`src/rtl/tl_mux_protocol_monitor_if.sv`:
```
// Multiplexed TileLink-UL A/D channel bundle: one slice per upstream port.
interface tl_mux_protocol_monitor_if #(
  parameter int NSRC   = 2,
  parameter int SRC_W  = 4,
  parameter int ADDR_W = 32,
  parameter int SIZE_W = 3
);
  logic [NSRC-1:0]        a_valid;
  logic [NSRC-1:0]        a_ready;
  logic [3*NSRC-1:0]      a_opcode;
  logic [SIZE_W*NSRC-1:0] a_size;
  logic [SRC_W*NSRC-1:0]  a_source;
  logic [ADDR_W*NSRC-1:0] a_address;
  logic [NSRC-1:0]        d_valid;
  logic [NSRC-1:0]        d_ready;
  logic [3*NSRC-1:0]      d_opcode;
  logic [SIZE_W*NSRC-1:0] d_size;
  logic [SRC_W*NSRC-1:0]  d_source;

  modport master (
    output a_valid, a_ready, a_opcode, a_size, a_source, a_address,
    output d_valid, d_ready, d_opcode, d_size, d_source
  );

  modport slave (
    input a_valid, a_ready, a_opcode, a_size, a_source, a_address,
    input d_valid, d_ready, d_opcode, d_size, d_source
  );
endinterface

```
`src/rtl/tl_mux_protocol_monitor.sv`:
```
// Passive TileLink-UL protocol checker on one of NSRC multiplexed ports:
// tracks outstanding sources and raises sticky error flags on violations.
module tl_mux_protocol_monitor #(
  parameter  int NSRC    = 2,
  parameter  int SRC_W   = 4,
  parameter  int ADDR_W  = 32,
  parameter  int SIZE_W  = 3,
  parameter  int BEAT_LG = 2,
  localparam int SEL_W   = (NSRC > 1) ? $clog2(NSRC) : 1
) (
  input  logic                    clock,
  input  logic                    reset,
  input  logic [SEL_W-1:0]        sel,
  input  logic                    err_clear,
  tl_mux_protocol_monitor_if.slave bus,
  output logic [5:0]              err_flags,
  output logic                    err_pulse,
  output logic [SRC_W:0]          inflight_cnt,
  output logic                    idle
);
  localparam int NENT  = 1 << SRC_W;
  localparam int CNT_W = 1 << SIZE_W;

  function automatic logic [CNT_W-1:0] last_beat(input logic [SIZE_W-1:0] size,
                                                 input logic has_data);
    logic [CNT_W-1:0] n;
    n = '0;
    if (has_data && (int'(size) > BEAT_LG))
      n = CNT_W'((1 << (int'(size) - BEAT_LG)) - 1);
    return n;
  endfunction

  function automatic logic misaligned(input logic [ADDR_W-1:0] addr,
                                      input logic [SIZE_W-1:0] size);
    logic [ADDR_W-1:0] mask;
    mask = ~({ADDR_W{1'b1}} << size);
    return (addr & mask) != '0;
  endfunction

  function automatic logic legal_a_op(input logic [2:0] op);
    return (op == 3'd0) || (op == 3'd1) || (op == 3'd4);
  endfunction

  function automatic logic [SRC_W:0] popcount(input logic [NENT-1:0] v);
    logic [SRC_W:0] c;
    c = '0;
    for (int i = 0; i < NENT; i++) c = c + {{SRC_W{1'b0}}, v[i]};
    return c;
  endfunction

  // Stage p0: the selected port's channels
  logic              a_valid_p0, a_ready_p0, d_valid_p0, d_ready_p0;
  logic [2:0]        a_opcode_p0, d_opcode_p0;
  logic [SIZE_W-1:0] a_size_p0, d_size_p0;
  logic [SRC_W-1:0]  a_source_p0, d_source_p0;
  logic [ADDR_W-1:0] a_address_p0;

  always_comb begin
    a_valid_p0   = 1'b0;
    a_ready_p0   = 1'b0;
    a_opcode_p0  = '0;
    a_size_p0    = '0;
    a_source_p0  = '0;
    a_address_p0 = '0;
    d_valid_p0   = 1'b0;
    d_ready_p0   = 1'b0;
    d_opcode_p0  = '0;
    d_size_p0    = '0;
    d_source_p0  = '0;
    for (int i = 0; i < NSRC; i++) begin
      if (int'(sel) == i) begin
        a_valid_p0   = bus.a_valid[i];
        a_ready_p0   = bus.a_ready[i];
        a_opcode_p0  = bus.a_opcode[i*3 +: 3];
        a_size_p0    = bus.a_size[i*SIZE_W +: SIZE_W];
        a_source_p0  = bus.a_source[i*SRC_W +: SRC_W];
        a_address_p0 = bus.a_address[i*ADDR_W +: ADDR_W];
        d_valid_p0   = bus.d_valid[i];
        d_ready_p0   = bus.d_ready[i];
        d_opcode_p0  = bus.d_opcode[i*3 +: 3];
        d_size_p0    = bus.d_size[i*SIZE_W +: SIZE_W];
        d_source_p0  = bus.d_source[i*SRC_W +: SRC_W];
      end
    end
  end

  // Stage p1: registered tracker, beat counters and stall capture
  logic [CNT_W-1:0]  a_cnt, d_cnt;
  logic [NENT-1:0]   inflight, inflight_nxt, rec_get;
  logic [SIZE_W-1:0] rec_size [NENT];
  logic [2:0]        a_hdr_opcode, d_hdr_opcode;
  logic [SIZE_W-1:0] a_hdr_size, d_hdr_size;
  logic [SRC_W-1:0]  a_hdr_source, d_hdr_source;
  logic              a_stall_p1;
  logic [2:0]        a_opcode_p1;
  logic [SIZE_W-1:0] a_size_p1;
  logic [SRC_W-1:0]  a_source_p1;
  logic [ADDR_W-1:0] a_address_p1;
  logic [SEL_W-1:0]  sel_p1;

  logic       a_fire, d_fire, a_first, a_last, d_first, d_last, a_open, d_close;
  logic [5:0] err_now;

  always_comb begin
    a_fire  = a_valid_p0 & a_ready_p0;
    d_fire  = d_valid_p0 & d_ready_p0;
    a_first = (a_cnt == '0);
    d_first = (d_cnt == '0);
    a_last  = (a_cnt == last_beat(a_size_p0, (a_opcode_p0 == 3'd0) || (a_opcode_p0 == 3'd1)));
    d_last  = (d_cnt == last_beat(d_size_p0, d_opcode_p0 == 3'd1));
    a_open  = a_fire & a_first;
    d_close = d_fire & d_last;

    // A response closing a source may be immediately followed by its reuse.
    inflight_nxt = inflight;
    if (d_close) inflight_nxt[d_source_p0] = 1'b0;
    if (a_open)  inflight_nxt[a_source_p0] = 1'b1;

    err_now = '0;
    if (a_stall_p1 && (!a_valid_p0 || (a_opcode_p0 != a_opcode_p1) ||
        (a_size_p0 != a_size_p1) || (a_source_p0 != a_source_p1) ||
        (a_address_p0 != a_address_p1)))
      err_now[0] = 1'b1;
    if (a_open && inflight[a_source_p0] && !(d_close && (d_source_p0 == a_source_p0)))
      err_now[1] = 1'b1;
    if (d_fire && !inflight[d_source_p0])
      err_now[2] = 1'b1;
    if (d_fire && inflight[d_source_p0] &&
        ((d_opcode_p0 != {2'b00, rec_get[d_source_p0]}) ||
         (d_size_p0 != rec_size[d_source_p0])))
      err_now[3] = 1'b1;
    if (a_fire && !a_first && ((a_opcode_p0 != a_hdr_opcode) ||
        (a_size_p0 != a_hdr_size) || (a_source_p0 != a_hdr_source)))
      err_now[3] = 1'b1;
    if (d_fire && !d_first && ((d_opcode_p0 != d_hdr_opcode) ||
        (d_size_p0 != d_hdr_size) || (d_source_p0 != d_hdr_source)))
      err_now[3] = 1'b1;
    if (a_fire && (!legal_a_op(a_opcode_p0) || misaligned(a_address_p0, a_size_p0)))
      err_now[4] = 1'b1;
    if ((sel != sel_p1) && !idle)
      err_now[5] = 1'b1;
  end

  always_ff @(posedge clock) begin
    if (reset) begin
      inflight     <= '0;
      inflight_cnt <= '0;
      a_cnt        <= '0;
      d_cnt        <= '0;
      a_stall_p1   <= 1'b0;
      err_flags    <= '0;
      err_pulse    <= 1'b0;
    end else begin
      inflight     <= inflight_nxt;
      inflight_cnt <= popcount(inflight_nxt);
      if (a_fire) a_cnt <= a_last ? '0 : a_cnt + 1'b1;
      if (d_fire) d_cnt <= d_last ? '0 : d_cnt + 1'b1;
      a_stall_p1   <= a_valid_p0 & ~a_ready_p0;
      err_flags    <= (err_clear ? 6'h00 : err_flags) | err_now;
      err_pulse    <= |err_now;
    end
  end

  // Payload captures carry no reset; they are only read under a qualifying control bit.
  always_ff @(posedge clock) begin
    sel_p1       <= sel;
    a_opcode_p1  <= a_opcode_p0;
    a_size_p1    <= a_size_p0;
    a_source_p1  <= a_source_p0;
    a_address_p1 <= a_address_p0;
    if (a_open) begin
      rec_get[a_source_p0]  <= (a_opcode_p0 == 3'd4);
      rec_size[a_source_p0] <= a_size_p0;
      a_hdr_opcode          <= a_opcode_p0;
      a_hdr_size            <= a_size_p0;
      a_hdr_source          <= a_source_p0;
    end
    if (d_fire && d_first) begin
      d_hdr_opcode <= d_opcode_p0;
      d_hdr_size   <= d_size_p0;
      d_hdr_source <= d_source_p0;
    end
  end

  always_comb idle = (inflight_cnt == '0) && (a_cnt == '0) && (d_cnt == '0);

endmodule
```
`src/flat_wrapper.sv`:
```
// flat-port wrapper written by rule: the top's interface ports become plain ports
module tl_mux_protocol_monitor_flat 
#(
  parameter  int NSRC    = 2,
  parameter  int SRC_W   = 4,
  parameter  int ADDR_W  = 32,
  parameter  int SIZE_W  = 3,
  parameter  int BEAT_LG = 2,
  localparam int SEL_W   = (NSRC > 1) ? $clog2(NSRC) : 1
)
  (clock, reset, sel, err_clear, err_flags, err_pulse, inflight_cnt, idle, bus_a_valid, bus_a_ready, bus_a_opcode, bus_a_size, bus_a_source, bus_a_address, bus_d_valid, bus_d_ready, bus_d_opcode, bus_d_size, bus_d_source);
  tl_mux_protocol_monitor_if #(.NSRC(NSRC), .SRC_W(SRC_W), .ADDR_W(ADDR_W), .SIZE_W(SIZE_W)) bus_i ();
  input  logic clock;
  input  logic reset;
  input  logic [SEL_W-1:0] sel;
  input  logic err_clear;
  output logic [5:0] err_flags;
  output logic err_pulse;
  output logic [SRC_W:0] inflight_cnt;
  output logic idle;
  input wire logic [$bits(bus_i.a_valid)-1:0] bus_a_valid;
  input wire logic [$bits(bus_i.a_ready)-1:0] bus_a_ready;
  input wire logic [$bits(bus_i.a_opcode)-1:0] bus_a_opcode;
  input wire logic [$bits(bus_i.a_size)-1:0] bus_a_size;
  input wire logic [$bits(bus_i.a_source)-1:0] bus_a_source;
  input wire logic [$bits(bus_i.a_address)-1:0] bus_a_address;
  input wire logic [$bits(bus_i.d_valid)-1:0] bus_d_valid;
  input wire logic [$bits(bus_i.d_ready)-1:0] bus_d_ready;
  input wire logic [$bits(bus_i.d_opcode)-1:0] bus_d_opcode;
  input wire logic [$bits(bus_i.d_size)-1:0] bus_d_size;
  input wire logic [$bits(bus_i.d_source)-1:0] bus_d_source;
  assign bus_i.a_valid = bus_a_valid;
  assign bus_i.a_ready = bus_a_ready;
  assign bus_i.a_opcode = bus_a_opcode;
  assign bus_i.a_size = bus_a_size;
  assign bus_i.a_source = bus_a_source;
  assign bus_i.a_address = bus_a_address;
  assign bus_i.d_valid = bus_d_valid;
  assign bus_i.d_ready = bus_d_ready;
  assign bus_i.d_opcode = bus_d_opcode;
  assign bus_i.d_size = bus_d_size;
  assign bus_i.d_source = bus_d_source;
  tl_mux_protocol_monitor #(.NSRC(NSRC), .SRC_W(SRC_W), .ADDR_W(ADDR_W), .SIZE_W(SIZE_W), .BEAT_LG(BEAT_LG)) u_core (.clock(clock), .reset(reset), .sel(sel), .err_clear(err_clear), .bus(bus_i), .err_flags(err_flags), .err_pulse(err_pulse), .inflight_cnt(inflight_cnt), .idle(idle));
endmodule
```
`config.mk`:
```
export PLATFORM = sky130hd
export DESIGN_NAME = tl_mux_protocol_monitor_flat
export DESIGN_NICKNAME = d
export VERILOG_FILES = /design/src/rtl/tl_mux_protocol_monitor_if.sv /design/src/rtl/tl_mux_protocol_monitor.sv /design/src/flat_wrapper.sv
export SDC_FILE = /design/constraint.sdc
export NUM_CORES = 1
export LEC_CHECK = 0
export BUFFER_PORTS_ARGS = -buffer_cell sky130_fd_sc_hd__clkbuf_2
export CORE_ASPECT_RATIO = 0.75
export CORE_MARGIN = 4
export CORE_UTILIZATION = 51
export DETAILED_ROUTE_END_ITERATION = 8
export HOLD_SLACK_MARGIN = 0.06
export PLACE_DENSITY = 0.83
export SLEW_MARGIN = 20
export SYNTH_ARGS = -nofsm -noshare
export SYNTH_HDL_FRONTEND = slang
export SYNTH_SLANG_ARGS = --single-unit
```
`constraint.sdc`:
```
create_clock -name clock -period 7.5 [get_ports clock]
set_input_delay 1.5 -clock clock [delete_from_list [all_inputs] [get_ports clock]]
set_output_delay 1.5 -clock clock [all_outputs]
set_load 0.005 [all_outputs]
```
==> out/results.ini, run 1 <==
[run_status]
outcome = finished clean

[pwr]
ir_worst_vdd_uv = 139
pwr-share-comb = 0.168
clkPwrFrac = 0.369
seq_power_share = 0.463
p_switching_mw = 0.631
powerDensity_mw_per_mm2 = 211
finalPower_mw = 2.26
p_int_mw = 1.62
switching_share = 0.280
cellLeakagePower_nw = 4.32

[critical_path]
worst_setup_path_end_kind = flip-flop
cp-startpoint = sel
worstSetupPathType = in2reg
cp_max_fo = 8
cpMostUsedCell = fa_1
r2r_start = u_core.d_cnt[5]
worstPathArrival_ns = 7.44
start_kind = input port
rrSetupSlack_ns = 1.82
cpMaxStageDelayCell = fa_1
required_ns = 7.79
rr_endpoint = u_core.inflight_cnt[4]
slowest_delay_ns = 0.53
cp_cell_sequence = buf_4 -> mux2i_1 -> buf_4 -> inv_1 -> ha_1 -> nor4_1 -> o21ai_0 -> a211oi_1 -> o2111ai_2 -> o31ai_1 -> o21ai_1 -> ha_1 -> inv_1 -> fa_1 -> fa_1 -> inv_1 -> fa_1 -> fa_1 -> fa_1 -> fa_1 -> a21oi_1 -> nor3b_1
r2r_cells = 18

[synth]
synth_fp_nets = 986
synthArstFlopShare = 0
syn_area_per_cell_sq_um = 10.7
synth_warnings = 0
synth_area_sq_mm = 0.00900
syn-instance-count = 844
synth_seq_area_share = 0.476
synth_flop_cell = dfxtp_1
synth_edf_count = 84
synth_cell_types = 75
ys_ff_latch = 172

[floorplan]
start_util = 0.527
fp.dieH_um = 123
die_area_sq_mm = 0.0199
die_x_um = 161
io_pins = 129
row_count = 41
core_area_sq_mm = 0.0171

[timing]
slew_viol_final = 0
finClkSkew_ns = 0.0133
setup_viol = 0
setup_ws_ns = 0.343
min_period_over_period = 0.954
max_freq_mhz = 140
fin_setup_tns_ns = 0
max_slew.worst_pin.slew_ns = 0.991
rsz0062_at_grt = false
hold_viol = 0
period_needed_ns = 7.16
timing.hold.ws_ns = 0.465
relSlewSlack = 0.338

[job]
drv_cap = 0

[layout]
fill_cells = 1345
layout_common_cells = clkbuf_2, nand2_1, dfxtp_1
diodes = 0
area_growth_pct = 18.5
layout.nets = 1148
post-route-util = 0.624
seq_area_sq_mm = 0.00428
finalInstanceArea_sq_mm = 0.0107
multi_input_area_sq_mm = 0.00436
fin_cells = 1255
drive_above_1_share = 0.260
final_common_cell = clkbuf_2

[global_route]
met1_usage = 0.348
grt_use_met3 = 0.0686
grt_pass1_vias = 6833
antenna_found_initial = 0
grt.busiest_layer = met2
gr-total-overflow = 0
grt_util_met2 = 0.363
grtUsageTotal = 0.241
grt_pass1_wl_um = 37000
grt_max_degree = 60

[placement]
portBuffers = 128
dp_hpwl_um = 18000
dpl_cell_area_sq_mm = 0.0101
routabilityCongestion = 0.944
dp_slack_ns = -0.0378
dpl.cell_count = 1223

[clocking]
clkTransAtPathRegs_ns = 0.07
numCtsBuffers = 17
cts_tree = built
holdBufCountCts = 0
htreeDepth = 4
cts_resized = 0
clock_sinks = 172
cts_root_buf = clkbuf_16
postCtsSetupBuffers = 0
cts_buffer_depth = 2
clk_latency_ns = 0.43

[route]
wl_um = 23600
avgRoutedWirePerCell_um = 18.8
drc = 0
num_vias = 7193
drt_first_pass_iters = 5
ant_nets = 0
via_per_inst = 5.73
drtIter0Drc = 834

[hold_path]
hold_depth = 2
hp-start = u_core.err_flags[4]
min_path_type = reg2reg
worstHoldEndpoint = u_core.err_flags[4]

==> worst max-delay path by stage <==
stage                             endpoint  slack [ns]  cells after the start
finish              u_core.inflight_cnt[4]        0.34                     22
CTS                 u_core.inflight_cnt[4]        0.37                     22
global route        u_core.inflight_cnt[4]        0.04                     22
global placement    u_core.inflight_cnt[4]        0.04                     22
detailed placement  u_core.inflight_cnt[4]       -0.04                     22
floorplan           u_core.inflight_cnt[4]        0.12                     21
==> routing by layer <==
layer	vias up	part of all wire
met5	-	0
met4	0	0.011
met3	38	0.12
met2	405	0.43
met1	3387	0.44
li1	3363	-
==> sequential cells by signal, summed over array words and instances, names as in the netlist <==
signal / count
u_core.a_address_p1: 32
u_core.a_cnt: 8
u_core.a_hdr_opcode: 3
u_core.a_hdr_size: 3
u_core.a_hdr_source: 4
u_core.a_opcode_p1: 3
u_core.a_size_p1: 3
u_core.a_source_p1: 4
u_core.a_stall_p1: 1
u_core.d_cnt: 8
u_core.d_hdr_opcode: 3
u_core.d_hdr_size: 3
u_core.d_hdr_source: 4
u_core.err_flags: 6
u_core.err_pulse: 1
u_core.inflight: 16
u_core.inflight_cnt: 5
u_core.rec_get: 16
u_core.rec_size: 48
u_core.sel_p1: 1
==> cell usage after synthesis, types with 14 or more instances <==
master     n  area (sq um)
dfxtp_1   88          1760
nand2_1   88           330
edfxtp_1  84          2520
nor2_1    63           236
xnor2_1   54           473
inv_1     48           180
mux2i_1   39           390
xor2_1    32           280
mux2_2    30           338
a21oi_1   23           115
nor3_1    19          95.1
nand3_1   17          85.1
ha_1      16           200
nor4_1    16           100
nand4_1   14          87.6
o21ai_0   14          70.1
==> power groups by stage <==
stage | clock network (mW) | logic (mW) | registers, mW
6_report | 0.833 | 0.378 | 1.04
5_1_grt | 0.888 | 0.411 | 1.05
4_1_cts | 0.844 | 0.375 | 1.04
3_5_place_dp | 0 | 0.371 | 1.06
3_3_place_gp | 0 | 0.363 | 1.06
2_1_floorplan | 0 | 0.237 | 1.06
==> critical path, delay by kind of cell <==
family / cells / cell delay, ns
adders and majority gates: 8 / 3.31
AOI/OAI and AO/OA: 6 / 1.46
buffers and inverters: 5 / 0.46
and+or+nand+nor: 2 / 0.39
muxes: 1 / 0.30
==> cells by family after synthesis <==
logic type / share of synthesized area
muxes: 0.107
AOI/OAI and AO/OA: 0.0901
xor gates and xnor gates: 0.0837
buffers and inverters: 0.0402
DFF: 0.476
and+or+nand+nor: 0.158
adders and majority gates: 0.0445
==> final cells by class <==
class,count,share of cell area
clock buffer,18,0.0402
sequential,172,0.402
clock inverter,14,0.0116
tap,236,0.0277
timing repair buffer,172,0.0913
inverter,53,0.0187
multi-input combinational,590,0.409
Note: power is estimated with default switching activity, not from simulation.
==> run 2, diff against run 1 <==
--- a/config.mk
+++ b/config.mk
@@ -11,7 +11,7 @@
 export CORE_UTILIZATION = 51
 export DETAILED_ROUTE_END_ITERATION = 8
 export HOLD_SLACK_MARGIN = 0.06
-export PLACE_DENSITY = 0.83
+export PLACE_DENSITY = 0.8
 export SLEW_MARGIN = 20
 export SYNTH_ARGS = -nofsm -noshare
 export SYNTH_HDL_FRONTEND = slang
==> constraint.sdc (replaced) <==
create_clock -name clock -period 7.3 [get_ports clock]
set_input_delay 1.46 -clock clock [delete_from_list [all_inputs] [get_ports clock]]
set_output_delay 1.46 -clock clock [all_outputs]
set_load 0.005 [all_outputs]
==> run 2 against run 1 <==
Compared with the run above: register-to-register slack worse by 0.06 ns; utilization up 1.1 points; global-route usage up 0.31 points; critical path type unchanged; count of clock-buffer cells in the layout down 1.
==> out/results.ini, run 2 (synthesis results as in run 1) <==
[layout]
multi_input_area_sq_mm = 0.00440
largest_reg_flops = 48
final_common_cell = clkbuf_2
seq_area_sq_mm = 0.00428
layout_common_cells = clkbuf_2, nand2_1, dfxtp_1
finalInstanceArea_sq_mm = 0.0109
fill_cells = 1352
diodes = 0
largest_register = u_core.rec_size
layout.nets = 1166
drive_above_1_share = 0.275
layout_top_registers = u_core.rec_size x48, u_core.a_address_p1 x32
area_growth_pct = 20.6

[route]
drt_first_pass_iters = 5
avgRoutedWirePerCell_um = 18.7
wl_um = 23800
ant_nets = 0
via_per_inst = 5.63
num_vias = 7166
drtIter0Drc = 831
drc = 0

[global_route]
antenna_found_initial = 0
grt_util_met2 = 0.353
grt_use_met3 = 0.0663
grt_pass1_vias = 6912
grt.busiest_layer = met1
gr-total-overflow = 0
grt_max_degree = 40
grt_pass1_wl_um = 37200
met1_usage = 0.358
grtUsageTotal = 0.244

[placement]
dp_hpwl_um = 17700
portBuffers = 128
routabilityCongestion = 0.968
dpl_cell_area_sq_mm = 0.0102

[clocking]
clk_latency_ns = 0.44
cts_root_buf = clkbuf_16
clkTransAtPathRegs_ns = 0.07
numCtsBuffers = 17
holdBufCountCts = 0
cts_buffer_depth = 2
cts_tree = built
htreeDepth = 4
clock_sinks = 172

[pwr]
finalPower_mw = 2.36
cellLeakagePower_nw = 4.40
powerDensity_mw_per_mm2 = 217
ir_worst_vdd_uv = 134

[job]
drv_cap = 0

[hold_path]
min_path_type = reg2reg
hold_depth = 2

[floorplan]
row_count = 41
die_area_sq_mm = 0.0199
io_pins = 129
fp.dieH_um = 123
start_util = 0.527
die_x_um = 161
core_area_sq_mm = 0.0171

[critical_path]
worstPathArrival_ns = 7.32
start_kind = input port
required_ns = 7.59
r2r_cells = 18
worstSetupPathType = in2reg
cp_max_fo = 5
worst_setup_path_end_kind = flip-flop

[timing]
setup_viol = 0
max_slew.worst_pin.slew_ns = 1.02
max_freq_mhz = 142
period_needed_ns = 7.03
finClkSkew_ns = 0.00753
min_period_over_period = 0.963
relSlewSlack = 0.318
slew_viol_final = 0
hold_viol = 0

[run_status]
outcome = finished clean

## run 2: area by class of cell
| class | instances | area share |
|---|---|---|
| Clock buffer | 17 | 0.0392 |
| Sequential cell | 172 | 0.395 |
| Multi-Input combinational cell | 590 | 0.406 |
| Inverter | 53 | 0.0183 |
| Timing Repair Buffer | 190 | 0.102 |
| Clock inverter | 15 | 0.0128 |
| Tap cell | 236 | 0.0272 |
## run 2: layer usage
metal	vias up	part of all wire	routed length [um]
li1	3396	-	-
met1	3375	0.45	10800
met2	355	0.42	10000
met3	40	0.11	2560
met4	0	0.019	452
met5	-	0	0
## run 2: worst max-delay path, cell delays in order
cell and delay [ns]:
buf_4 0.16, mux2i_1 0.13, buf_4 0.15, ha_1 0.34
nand2b_1 0.13, o31a_1 0.30, or3_1 0.41, a21oi_2 0.24
o2111ai_4 0.18, o31ai_1 0.29, o21ai_1 0.13, ha_1 0.31
inv_1 0.05, fa_1 0.48, fa_1 0.52, inv_1 0.05
fa_1 0.51, fa_1 0.42, fa_1 0.41, fa_1 0.42
a21oi_1 0.16, nor3b_1 0.06
## run 2: path summary, 6_finish.rpt
check / slack, ns / startpoint / endpoint
setup / recovery: 0.27 / sel / u_core.inflight_cnt[4]
hold / removal: 0.46 / u_core.err_flags[4] / u_core.err_flags[4]
setup reg to reg: 1.76 / u_core.d_cnt[5] / u_core.inflight_cnt[4]
hold reg to reg: 0.46 / u_core.err_flags[4] / u_core.err_flags[4]
## run 2: stage by stage
stage | TNS, ns | utilization | instances | setup slack (ns) | hold slack [ns]
CTS | 0 | 0.633 | 1272 | 0.271 | 0.459
global route | -0.0377 | 0.635 | 1273 | -0.0230 | 0.487
floorplan | 0 | - | 844 | 0.0671 | 0.434
global placement | -0.249 | 0.600 | 1240 | -0.103 | 0.450
detailed placement | -0.499 | 0.600 | 1240 | -0.161 | 0.449
finish | 0 | 0.635 | 1273 | 0.267 | 0.458
## run 2: power by group
part	internal, mW	switching (mW)
combinational	0.174	0.229
sequential	1.05	0.0185
clock	0.476	0.404
total	1.70	0.651
## run 2: what timing repair did
action,4_1_cts,5_1_grt
endpoints found under the setup margin,0,3
buffers inserted,0,1
gates resized for setup,0,4
